==> src/rtl/button_pkg.sv <==
// Shared types and defaults for the push-button gesture classifier.
package button_pkg;

  typedef enum logic [2:0] {IDLE, PRESS1, WAIT2, PRESS2, LONG} btn_state_t;

  localparam int unsigned DEF_LONG_CYC   = 50_000_000;
  localparam int unsigned DEF_DCLICK_CYC = 15_000_000;

  // Counter must reach the larger threshold; one spare bit keeps the compare unsigned-safe.
  function automatic int unsigned cnt_width(input int unsigned a, input int unsigned b);
    return $clog2((a > b) ? a : b) + 1;
  endfunction

endpackage

==> src/rtl/edge_detect.sv <==
// Registers the button level and flags its rising/falling edges (combinational vs. the register).
module edge_detect (
  input  logic clk,
  input  logic rst_n,
  input  logic d,
  output logic q,
  output logic rise,
  output logic fall
);

  always_ff @(posedge clk or negedge rst_n) begin
    if (!rst_n) q <= 1'b0;
    else        q <= d;
  end

  assign rise = d & ~q;
  assign fall = ~d & q;

endmodule

==> src/rtl/button_event_fsm.sv <==
// Classifies debounced button gestures into press/release/short/long/double one-cycle pulses.
module button_event_fsm
  import button_pkg::*;
#(
  parameter int unsigned LONG_CYC   = DEF_LONG_CYC,
  parameter int unsigned DCLICK_CYC = DEF_DCLICK_CYC
) (
  input  logic clk,
  input  logic rst_n,
  input  logic pb_db,
  output logic held,
  output logic press_pulse,
  output logic release_pulse,
  output logic short_click,
  output logic long_press,
  output logic double_click
);

  localparam int unsigned CNT_W = cnt_width(LONG_CYC, DCLICK_CYC);
  localparam logic [CNT_W-1:0] LONG_THR   = CNT_W'(LONG_CYC - 1);
  localparam logic [CNT_W-1:0] DCLICK_THR = CNT_W'(DCLICK_CYC - 1);

  logic rise;
  logic fall;

  btn_state_t       state, state_nxt;
  logic [CNT_W-1:0] cnt, cnt_nxt;
  logic             short_nxt, long_nxt, dbl_nxt;

  edge_detect u_edge (
    .clk  (clk),
    .rst_n(rst_n),
    .d    (pb_db),
    .q    (held),
    .rise (rise),
    .fall (fall)
  );

  // Next state; a release beats the long threshold and a re-press beats the click timeout.
  always_comb begin
    state_nxt = state;
    cnt_nxt   = cnt;
    short_nxt = 1'b0;
    long_nxt  = 1'b0;
    dbl_nxt   = 1'b0;
    case (state)
      IDLE: begin
        if (rise) begin
          state_nxt = PRESS1;
          cnt_nxt   = '0;
        end
      end
      PRESS1: begin
        if (fall) begin
          state_nxt = WAIT2;
          cnt_nxt   = '0;
        end else if (cnt == LONG_THR) begin
          state_nxt = LONG;
          long_nxt  = 1'b1;
        end else begin
          cnt_nxt = cnt + CNT_W'(1);
        end
      end
      WAIT2: begin
        if (rise) begin
          state_nxt = PRESS2;
          dbl_nxt   = 1'b1;
        end else if (cnt == DCLICK_THR) begin
          state_nxt = IDLE;
          short_nxt = 1'b1;
        end else begin
          cnt_nxt = cnt + CNT_W'(1);
        end
      end
      PRESS2, LONG: begin
        if (fall) state_nxt = IDLE;
      end
      default: state_nxt = IDLE;
    endcase
  end

  always_ff @(posedge clk or negedge rst_n) begin
    if (!rst_n) begin
      state         <= IDLE;
      cnt           <= '0;
      press_pulse   <= 1'b0;
      release_pulse <= 1'b0;
      short_click   <= 1'b0;
      long_press    <= 1'b0;
      double_click  <= 1'b0;
    end else begin
      state         <= state_nxt;
      cnt           <= cnt_nxt;
      press_pulse   <= rise;
      release_pulse <= fall;
      short_click   <= short_nxt;
      long_press    <= long_nxt;
      double_click  <= dbl_nxt;
    end
  end

endmodule
==> config.mk <==
export PLATFORM = sky130hd
export DESIGN_NAME = button_event_fsm
export DESIGN_NICKNAME = d
export VERILOG_FILES = /design/src/rtl/button_pkg.sv /design/src/rtl/edge_detect.sv /design/src/rtl/button_event_fsm.sv
export SDC_FILE = /design/constraint.sdc
export NUM_CORES = 1
export LEC_CHECK = 0
export CAP_MARGIN = 0
export CORE_ASPECT_RATIO = 1.1
export CORE_UTILIZATION = 25
export CTS_BUF_LIST = sky130_fd_sc_hd__clkbuf_4 sky130_fd_sc_hd__clkbuf_8 sky130_fd_sc_hd__clkbuf_16
export DETAILED_ROUTE_END_ITERATION = 7
export MAX_ROUTING_LAYER = met4
export PLACE_DENSITY = 0.37
export SLEW_MARGIN = 25
export SYNTH_ARGS = -nofsm -noshare
export SYNTH_HDL_FRONTEND = slang
export SYNTH_SLANG_ARGS = --single-unit
==> constraint.sdc <==
create_clock -name clk -period 3.2 [get_ports clk]
set_clock_uncertainty 0.15 [all_clocks]
set_input_delay 0.32 -clock clk [delete_from_list [all_inputs] [get_ports clk]]
set_output_delay 0.32 -clock clk [all_outputs]
set_load 0.01 [all_outputs]
==> flow_metrics.tcl, run 1 <==
set metrics [dict create \
    outcome "complete, but fails checks" \
    num_vias 1799 \
    placed_area_um2 2340 \
    power_density_nw_per_um2 529 \
    vias_in_the_first_global_route 1721 \
    post-route-period-util_pct 84.6 \
    drv_slew 0 \
    timing.critical_path.slowest_stage_cell "sky130_fd_sc_hd__a22o_1" \
    clk_path_buf_depth 2 \
    syn_nets 242 \
    setup_viol_count_final 0 \
    routed_wire_length_per_instance_um 16.4 \
    layout.cells.most_common "sky130_fd_sc_hd__dfrtp_1" \
    ys_ff_latch 36 \
    grt_start_max_net_pins 37 \
    holdWs_ns -0.0179 \
    synthesis.area_um2 2160 \
    tritoncts "done" \
    synthesis.area_per_instance_um2 9.06 \
    io_buffer_count 8 \
    antenna_violating_nets_post_route 0 \
    grt_first_pass_wirelength_um 9650 \
    ctsResizeCount 0 \
    critPathLaunch "cnt[0]" \
    antenna-diode-count 0 \
    timing_worst_slew_pin_value_ns 0.854 \
    cts.clk_slew.worst_paths_ns 0.08 \
    postSynth.asyncResetShare_pct 100 \
    critical_path.startpoint_type "flop" \
    timing_worst_setup_path_type "reg2reg" \
    cts_root_buffer "sky130_fd_sc_hd__clkbuf_8" \
    grt_overflow 0 \
    clkLatencyLatePin_ns 0.29 \
    std_cell_rows 35 \
    synth_flop_cell "sky130_fd_sc_hd__dfrtp_1" \
    detail_route.drc_violations 0 \
    layout.cells.most_common_list "36 x sky130_fd_sc_hd__dfrtp_1, 29 x sky130_fd_sc_hd__o21ai_0, 23 x sky130_fd_sc_hd__nand2_1, 18 x sky130_fd_sc_hd__nand3_1, 14 x sky130_fd_sc_hd__a21oi_1" \
    ff2ff_path_depth 8 \
    detailed_place_hpwl_um 4040 \
    synth_sequential_area_ratio_pct 41.8 \
    grt_setup_unrepaired "false" \
    layout_cells_sized_above_1_pct 14.3 \
    floorplan.core_area_um2 8360 \
    initial_core_util_pct 25.8 \
    grt_antenna_before_repair 0 \
    end_kind "flop" \
    worst_hold_path_type "in2async" \
    peakVddDrop_mv 0.198 \
    drt-total-wl_um 5830 \
    boundaryPins 9 \
    synth-edff-count 0 \
    cts_hold_repair.buffers 0 \
    finalNetCount 248 \
    failed_checks "negative hold slack" \
    fp.dieW_um 90.6 \
    gpl.final_weighted_congestion 0.714 \
    cts_inserted_buffers 5 \
    post_cts_buffers 0 \
    cts.htree.levels 2 \
    period_needed_ns 2.71 \
    total_grt_usage_pct 14.4 \
    maxClockFrequency_mhz 369 \
    endpoint_arrival_time_on_the_critical_path_ns 2.76 \
    yosysWarnings 0 \
    drt-pass1-iter-count 4 \
    die_y_um 99.4 \
    cp_cell_sequence "ha_1 -> and3_1 -> and4_2 -> a21oi_2 -> a22o_1 -> buf_4 -> nand2_1 -> o31ai_1" \
    reg2reg_slack_ns 0.49 \
    dieArea_um2 9000 \
    worst_path_fanout_max 8 \
    slew-limit-headroom_pct 43.1 \
    reg2reg_from "cnt[0]" \
    synthCells 238 \
    clock_sinks 36 \
    flow.area_growth_from_synthesis_pct 12.7 \
    non_filler_cell_area_final_um2 2430 \
    max_stage_delay_ns 0.47 \
    drv.max_cap_violation_count 0 \
    via_per_inst 5.05 \
    leakagePower_nw 1.02 \
    layout.filler_cells 888 \
    synth.distinct_cells 47 \
    final.setup.tns_ns 0 \
    hold_viol 29 \
    dr.first_iter.drc_count 72 \
    cp_data_required_time_ns 3.25 \
]
==> metal layers <==
metal | vias to the layer above | wire (um) | track usage [%]
li1 | 899 | - | -
met1 | 875 | 2900 | 18.7
met2 | 21 | 2730 | 22.7
met3 | 4 | 119 | 2.37
met4 | 0 | 77 | 4.84
met5 | - | 0 | -
==> state kept, by name (all words and copies together) (netlist names) <==
name and count:
cnt 27, press_pulse 1, double_click 1, u_edge.q 1, state 3, short_click 1, long_press 1, release_pulse 1
==> critical path: cells and delay by family (launching register included) <==
family / cells / cell delay, ns
compound gates: 3 / 1.00
fa+ha+maj: 1 / 0.25
buf+inv: 1 / 0.23
flops: 1 / 0.42
simple gates: 3 / 0.58
==> kinds of logic after synthesis <==
group	after synthesis	share of synthesized area, %
and+or+nand+nor	105	29.1
AOI/OAI and AO/OA	75	23.3
DFF	36	41.8
buffers and inverters	20	4.87
muxes	1	0.464
adders and majority gates	1	0.580
==> synthesized netlist by cell type, types with 2 or more instances <==
library cell,count,area [um2]
sky130_fd_sc_hd__nand2b_1,4,25.0
sky130_fd_sc_hd__a22oi_4,2,42.5
sky130_fd_sc_hd__clkbuf_1,5,18.8
sky130_fd_sc_hd__nand4_1,7,43.8
sky130_fd_sc_hd__a21oi_2,3,26.3
sky130_fd_sc_hd__o31ai_1,10,75.1
sky130_fd_sc_hd__dfrtp_1,36,901
sky130_fd_sc_hd__and4_2,2,20.0
sky130_fd_sc_hd__and4_1,3,26.3
sky130_fd_sc_hd__nand2_1,23,86.3
sky130_fd_sc_hd__and2_1,5,31.3
sky130_fd_sc_hd__nand3_1,18,90.1
sky130_fd_sc_hd__buf_6,3,33.8
sky130_fd_sc_hd__nor4_1,2,12.5
sky130_fd_sc_hd__o21ai_0,29,145
sky130_fd_sc_hd__a21oi_1,14,70.1
sky130_fd_sc_hd__or3_1,3,18.8
sky130_fd_sc_hd__nor4_4,2,42.5
sky130_fd_sc_hd__nor2_1,10,37.5
sky130_fd_sc_hd__and3_1,7,43.8
sky130_fd_sc_hd__o31a_1,2,17.5
sky130_fd_sc_hd__buf_2,6,30.0
sky130_fd_sc_hd__nor3_1,6,30.0
sky130_fd_sc_hd__inv_1,6,22.5
sky130_fd_sc_hd__a31oi_1,8,50.1
==> power breakdown <==
group / switching (mW) / internal [mW] / total (mW)
clock network: 0.173 / 0.172 / 0.345
logic: 0.259 / 0.149 / 0.408
registers: 0.0472 / 0.485 / 0.532
==> final cells by class <==
cell class                 instances  area (um2)  share of cell area, %
multi-input combinational        182        1150                   47.3
sequential                        36         901                   37.1
tap                              111         139                   5.71
timing repair buffer              13         125                   5.15
clock buffer                       6        82.6                   3.40
inverter                           6        22.5                  0.926
clock inverter                     2        10.0                  0.412
==> final timing paths <==
path                       endpoint
max in group asynchronous   cnt[12]
max reg2reg                 cnt[18]
min                        state[0]
max                         cnt[18]
min reg2reg                 cnt[15]
min in group clk            cnt[15]
==> through the flow <==
| stage | std cells | setup slack (ns) | utilization [%] | total power [mW] |
|---|---|---|---|---|
| 2_1_floorplan | 238 | 0.996 | - | 0.828 |
| 3_3_place_gp | 348 | 0.408 | 28.0 | 0.959 |
| 3_5_place_dp | 348 | 0.408 | 28.0 | 0.953 |
| 4_1_cts | 356 | 0.476 | 29.1 | 1.31 |
| 5_1_grt | 356 | 0.302 | 29.1 | 1.38 |
| 6_report | 356 | 0.492 | 29.1 | 1.29 |
(Power assumes the default switching activity.)
==> run 2, diff against run 1 <==
- clock period: 3.2 -> 2.7 ns (I/O delays scaled with it)
==> run 2 against run 1 <==
Cell area rose by 5.5%. Largest power group unchanged. Worst setup slack got worse by 0.27 ns. Largest cell class unchanged. Total power increased by 24%. Critical endpoint is now cnt[10]. First-iteration DRC count is 9.7% higher. The run now ends clean.
==> flow_metrics.tcl, run 2 (synthesis results as in run 1) <==
set metrics [dict create \
    dp.cells 361 \
    setup_viol_count_final 0 \
    tritoncts "done" \
    seq_power_share_pct 39.6 \
    boundaryPins 9 \
    grt-busiest-layer "met2" \
    timing_worst_slew_pin_value_ns 0.849 \
    grt.met3_usage_pct 2.68 \
    clkLatencyLatePin_ns 0.29 \
    drt-total-wl_um 5970 \
    floorplan.core_area_um2 8360 \
    grt_use_met1_pct 19.2 \
    antenna_violating_nets_post_route 0 \
    power.net_switching_mw 0.584 \
    cts_root_buffer "sky130_fd_sc_hd__clkbuf_8" \
    top_regs "cnt (27), state (3)" \
    detail_route.drc_violations 0 \
    dieArea_um2 9000 \
    outcome "finished, final reports clean" \
    gpl.final_weighted_congestion 0.763 \
    drv_slew 0 \
    clkPwrFrac_pct 26.5 \
    slew-limit-headroom_pct 43.4 \
    cts.htree.levels 2 \
    layout.cells.most_common "sky130_fd_sc_hd__dfrtp_1" \
    grt_setup_unrepaired "false" \
    post_cts_buffers 0 \
    grt_start_max_net_pins 37 \
    initial_core_util_pct 25.8 \
    min_delay_path_depth 1 \
    finalNetCount 262 \
    layout.cells.most_common_list "36 x sky130_fd_sc_hd__dfrtp_1, 29 x sky130_fd_sc_hd__o21ai_0, 23 x sky130_fd_sc_hd__nand2_1, 18 x sky130_fd_sc_hd__nand3_1, 15 x sky130_fd_sc_hd__buf_4" \
    endpoint_arrival_time_on_the_critical_path_ns 2.52 \
    ctsResizeCount 0 \
    largest-register "cnt" \
    layout.filler_cells 906 \
    crit-reg2reg-capture "cnt[10]" \
    clk_path_buf_depth 2 \
    leakagePower_nw 1.10 \
    vias_in_the_first_global_route 1894 \
    p_comb_share_pct 33.9 \
    reg2reg_from "cnt[0]" \
    peakVddDrop_mv 0.199 \
    grt_antenna_before_repair 0 \
    timing_worst_setup_path_type "reg2reg" \
    hold_viol 0 \
    drt-pass1-iter-count 4 \
    dr.first_iter.drc_count 79 \
    io_buffer_count 8 \
    layout_cells_sized_above_1_pct 18.5 \
    antenna-diode-count 0 \
    fp.dieW_um 90.6 \
    total_grt_usage_pct 14.8 \
    reg2reg_slack_ns 0.22 \
    holdWs_ns 0.329 \
    grt_first_pass_wirelength_um 10100 \
    period_needed_ns 2.48 \
    drv.max_cap_violation_count 0 \
    std_cell_rows 35 \
    die_y_um 99.4 \
    post-route-period-util_pct 91.8 \
    worst_path_fanout_max 13 \
    ff2ff_path_depth 8 \
    detailed_place_hpwl_um 4260 \
    switching_share_pct 36.7 \
    num_vias 1895 \
    final.setup.tns_ns 0 \
    power_density_nw_per_um2 621 \
    met2_usage_pct 23.4 \
    cts_inserted_buffers 5 \
    maxClockFrequency_mhz 404 \
    cts.clk_slew.worst_paths_ns 0.08 \
    grt_overflow 0 \
    flow.area_growth_from_synthesis_pct 18.9 \
    worst_hold_startpoint "pb_db" \
    end_kind "flop" \
    routed_wire_length_per_instance_um 16.1 \
    largest_register_ffs 27 \
    worstHoldEndpoint "u_edge.q" \
    worst_hold_path_type "in2reg" \
    finalNonFillerCells 370 \
    cp_data_required_time_ns 2.74 \
    clock_sinks 36 \
    cell_internal_pwr_mw 1.01 \
    via_per_inst 5.12 \
    critical_path.startpoint_type "flop" \
]
run 2: power by group through the flow:
stage	combinational (mW)	sequential, mW	clock [mW]
2_1_floorplan	0.365	0.617	0
3_5_place_dp	0.547	0.640	0
6_report	0.540	0.630	0.423
3_3_place_gp	0.552	0.640	0
4_1_cts	0.550	0.629	0.441
5_1_grt	0.594	0.639	0.462
run 2: layer usage:
| layer | wire (um) | part of all wire (%) |
|---|---|---|
| met1 | 2850 | 48 |
| met2 | 2830 | 47 |
| met3 | 258 | 4.3 |
| met4 | 38 | 0.64 |
| met5 | 0 | 0 |
run 2: worst max path at each step:
stage	startpoint	to	slack [ns]	cells after the start
after floorplan	cnt[12]	cnt[17]	0.50	7
after global placement	pb_db	cnt[15]	0.21	9
after detailed placement	pb_db	cnt[10]	0.20	9
after CTS	cnt[0]	cnt[10]	0.21	8
after global routing	cnt[0]	cnt[10]	0.1	8
final	cnt[0]	cnt[10]	0.22	8
run 2: worst max-delay path: stages (launching register included):
cell and delay [ns]:
sky130_fd_sc_hd__dfrtp_1 0.43, sky130_fd_sc_hd__ha_1 0.26, sky130_fd_sc_hd__and3_1 0.25, sky130_fd_sc_hd__and4_2 0.26, sky130_fd_sc_hd__a21oi_2 0.32, sky130_fd_sc_hd__a22o_1 0.24, sky130_fd_sc_hd__buf_12 0.15, sky130_fd_sc_hd__nand3_1 0.10
sky130_fd_sc_hd__o31ai_1 0.23
run 2: stage by stage:
stage | worst slack, ns | cell area, um2 | power [mW] | utilization, %
after detailed placement | 0.199 | 2460 | 1.19 | 29.4
after global routing | 0.0955 | 2560 | 1.70 | 30.7
final | 0.222 | 2560 | 1.59 | 30.7
after floorplan | 0.496 | 2160 | 0.982 | -
after CTS | 0.208 | 2560 | 1.62 | 30.7
after global placement | 0.212 | 2460 | 1.19 | 29.4
run 2: timing repair:
item / CTS / global route
endpoints found under the setup margin: 0 / 0
endpoints found under the hold margin: 36 / 0
hold buffers: 1 / 0
run 2: cell type report:
cell class | instances | area (um2) | share of cell area, %
Sequential cell | 36 | 901 | 35.1
Timing Repair Buffer | 27 | 258 | 10.1
Clock inverter | 2 | 10.0 | 0.390
Multi-Input combinational cell | 182 | 1150 | 44.9
Clock buffer | 6 | 82.6 | 3.22
Tap cell | 111 | 139 | 5.42
Inverter | 6 | 22.5 | 0.878
==> run 3, diff against run 2 <==
- CTS_BUF_LIST: sky130_fd_sc_hd__clkbuf_4 sky130_fd_sc_hd__clkbuf_8 sky130_fd_sc_hd__clkbuf_16 -> sky130_fd_sc_hd__clkbuf_16
- MAX_ROUTING_LAYER: met4 -> default
==> run 3 against run 2 <==
First-iteration DRC count increased by 5.1%. Die area unchanged. Fmax increased by 0.64%. Total power increased by 9.1%. Via count decreased by 0.84%. Hold slack improved by 0.014 ns. Core utilization increased by 0.55 points.
==> flow_metrics.tcl, run 3 (synthesis results as in run 1) <==
set metrics [dict create \
    outcome "finished, final reports clean" \
    setup_viol_count_final 0 \
    dr.first_iter.drc_count 83 \
    drv_slew 0 \
    critical_path.startpoint_type "flop" \
    antenna-diode-count 0 \
    detail_route.drc_violations 0 \
    seq_power_share_pct 36.3 \
    cts.htree.levels 2 \
    cp_data_required_time_ns 2.72 \
    fp.dieW_um 90.6 \
    power_density_nw_per_um2 666 \
    worst_hold_path_type "in2reg" \
    ctsResizeCount 0 \
    grt_overflow 0 \
    routed_wire_length_per_instance_um 16.0 \
    cell_internal_pwr_mw 1.14 \
    drt-pass1-iter-count 4 \
    cts.clk_slew.worst_paths_ns 0.06 \
    layout.cells.most_common "sky130_fd_sc_hd__dfrtp_1" \
    floorplan.core_area_um2 8360 \
    worst_path_fanout_max 8 \
    cts_inserted_buffers 5 \
    std_cell_rows 35 \
    layout_cells_sized_above_1_pct 18.1 \
    maxClockFrequency_mhz 406 \
    slew-limit-headroom_pct 43.5 \
    period_needed_ns 2.46 \
    clkLatencyLatePin_ns 0.28 \
    peakVddDrop_mv 0.232 \
    endpoint_arrival_time_on_the_critical_path_ns 2.48 \
    placed_area_um2 2460 \
    num_vias 1879 \
    grt_first_pass_wirelength_um 10100 \
    initial_core_util_pct 25.8 \
    multiInputGateArea_um2 1150 \
    grt_setup_unrepaired "false" \
    drv.max_cap_violation_count 0 \
    die_y_um 99.4 \
    grt_antenna_before_repair 0 \
    leakagePower_nw 1.12 \
    drt-total-wl_um 5910 \
    io_buffer_count 8 \
    timing_worst_slew_pin_value_ns 0.847 \
    total_grt_usage_pct 14.3 \
    cts_root_buffer "sky130_fd_sc_hd__clkbuf_16" \
    vias_in_the_first_global_route 1895 \
    antenna_violating_nets_post_route 0 \
    non_filler_cell_area_final_um2 2610 \
    largest_register_ffs 27 \
    finalNetCount 262 \
    register_area_um2 901 \
    detailed_place_hpwl_um 4260 \
    p_comb_share_pct 31.1 \
    post-route-period-util_pct 91.2 \
    layout.filler_cells 905 \
    end_kind "flop" \
    grt_start_max_net_pins 37 \
    boundaryPins 9 \
    holdWs_ns 0.344 \
    top_regs "cnt (27), state (3)" \
    clock_sinks 36 \
    final.setup.tns_ns 0 \
    via_per_inst 5.08 \
    dieArea_um2 9000 \
    flow.area_growth_from_synthesis_pct 21.0 \
    clk_path_buf_depth 2 \
    largest-register "cnt" \
    clkPwrFrac_pct 32.6 \
    hold_viol 0 \
    timing_worst_setup_path_type "reg2reg" \
    gpl.final_weighted_congestion 0.753 \
    layout.cells.most_common_list "36 x sky130_fd_sc_hd__dfrtp_1, 29 x sky130_fd_sc_hd__o21ai_0, 23 x sky130_fd_sc_hd__nand2_1, 18 x sky130_fd_sc_hd__nand3_1, 15 x sky130_fd_sc_hd__buf_4" \
    switching_share_pct 34.4 \
    tritoncts "done" \
    power.net_switching_mw 0.597 \
]
run 3: cell types whose count changed in the layout (fill, tap and decap cells not counted), sizes merged:
cell	delta
clkbuf	-1
clkinv	+1
run 3: routing by layer:
metal	GRT usage (%)	up-vias	wire (um)
li1	-	928	-
met1	19.4	907	2910
met2	23.1	38	2760
met3	2.91	6	188
met4	3.85	0	58
met5	0	-	0
run 3: power by group through the flow:
stage | registers, mW | logic [mW] | clock network (mW)
floorplan | 0.617 | 0.365 | 0
global placement | 0.640 | 0.552 | 0
detailed placement | 0.640 | 0.547 | 0
CTS | 0.630 | 0.550 | 0.589
global route | 0.640 | 0.594 | 0.612
finish | 0.631 | 0.541 | 0.566
run 3: final timing paths:
kind                       slack, ns        to  cells past startpoint    start
setup / recovery                0.24   cnt[22]                      6   cnt[7]
hold / removal                  0.34  u_edge.q                      1    pb_db
setup reg to reg                0.24   cnt[22]                      6   cnt[7]
hold reg to reg                 0.37   cnt[15]                      1  cnt[15]
max in group asynchronous       1.39   cnt[15]                      2    rst_n
min in group asynchronous       0.48  state[1]                      2    rst_n
run 3: per-stage QoR:
step,power [mW],util [%],worst slack (ns),cells
2_1_floorplan,0.982,-,0.496,238
3_3_place_gp,1.19,29.4,0.212,361
3_5_place_dp,1.19,29.4,0.199,361
4_1_cts,1.77,31.2,0.217,370
5_1_grt,1.85,31.2,0.104,370
6_report,1.74,31.2,0.238,370
run 3: worst max-delay path, cell delays in order (launching register included):
cell                      delay [ns]
sky130_fd_sc_hd__dfrtp_1        0.44
sky130_fd_sc_hd__nor4b_1        0.36
sky130_fd_sc_hd__nand4_1        0.19
sky130_fd_sc_hd__or3_1          0.50
sky130_fd_sc_hd__a22oi_4        0.35
sky130_fd_sc_hd__nor3_1         0.09
sky130_fd_sc_hd__a211o_2        0.27
run 3: cell type report:
cell class	instances	share of cell area [%]
Inverter	6	0.863
Clock inverter	3	0.527
Multi-Input combinational cell	182	44.1
Clock buffer	5	4.79
Sequential cell	36	34.5
Tap cell	111	5.32
Timing Repair Buffer	27	9.88
run 3: repair_timing:
| item | 4_1_cts | 5_1_grt |
|---|---|---|
| hold buffers | 1 | 0 |
| endpoints found under the hold margin | 18 | 0 |
| setup buffers | 0 | 0 |
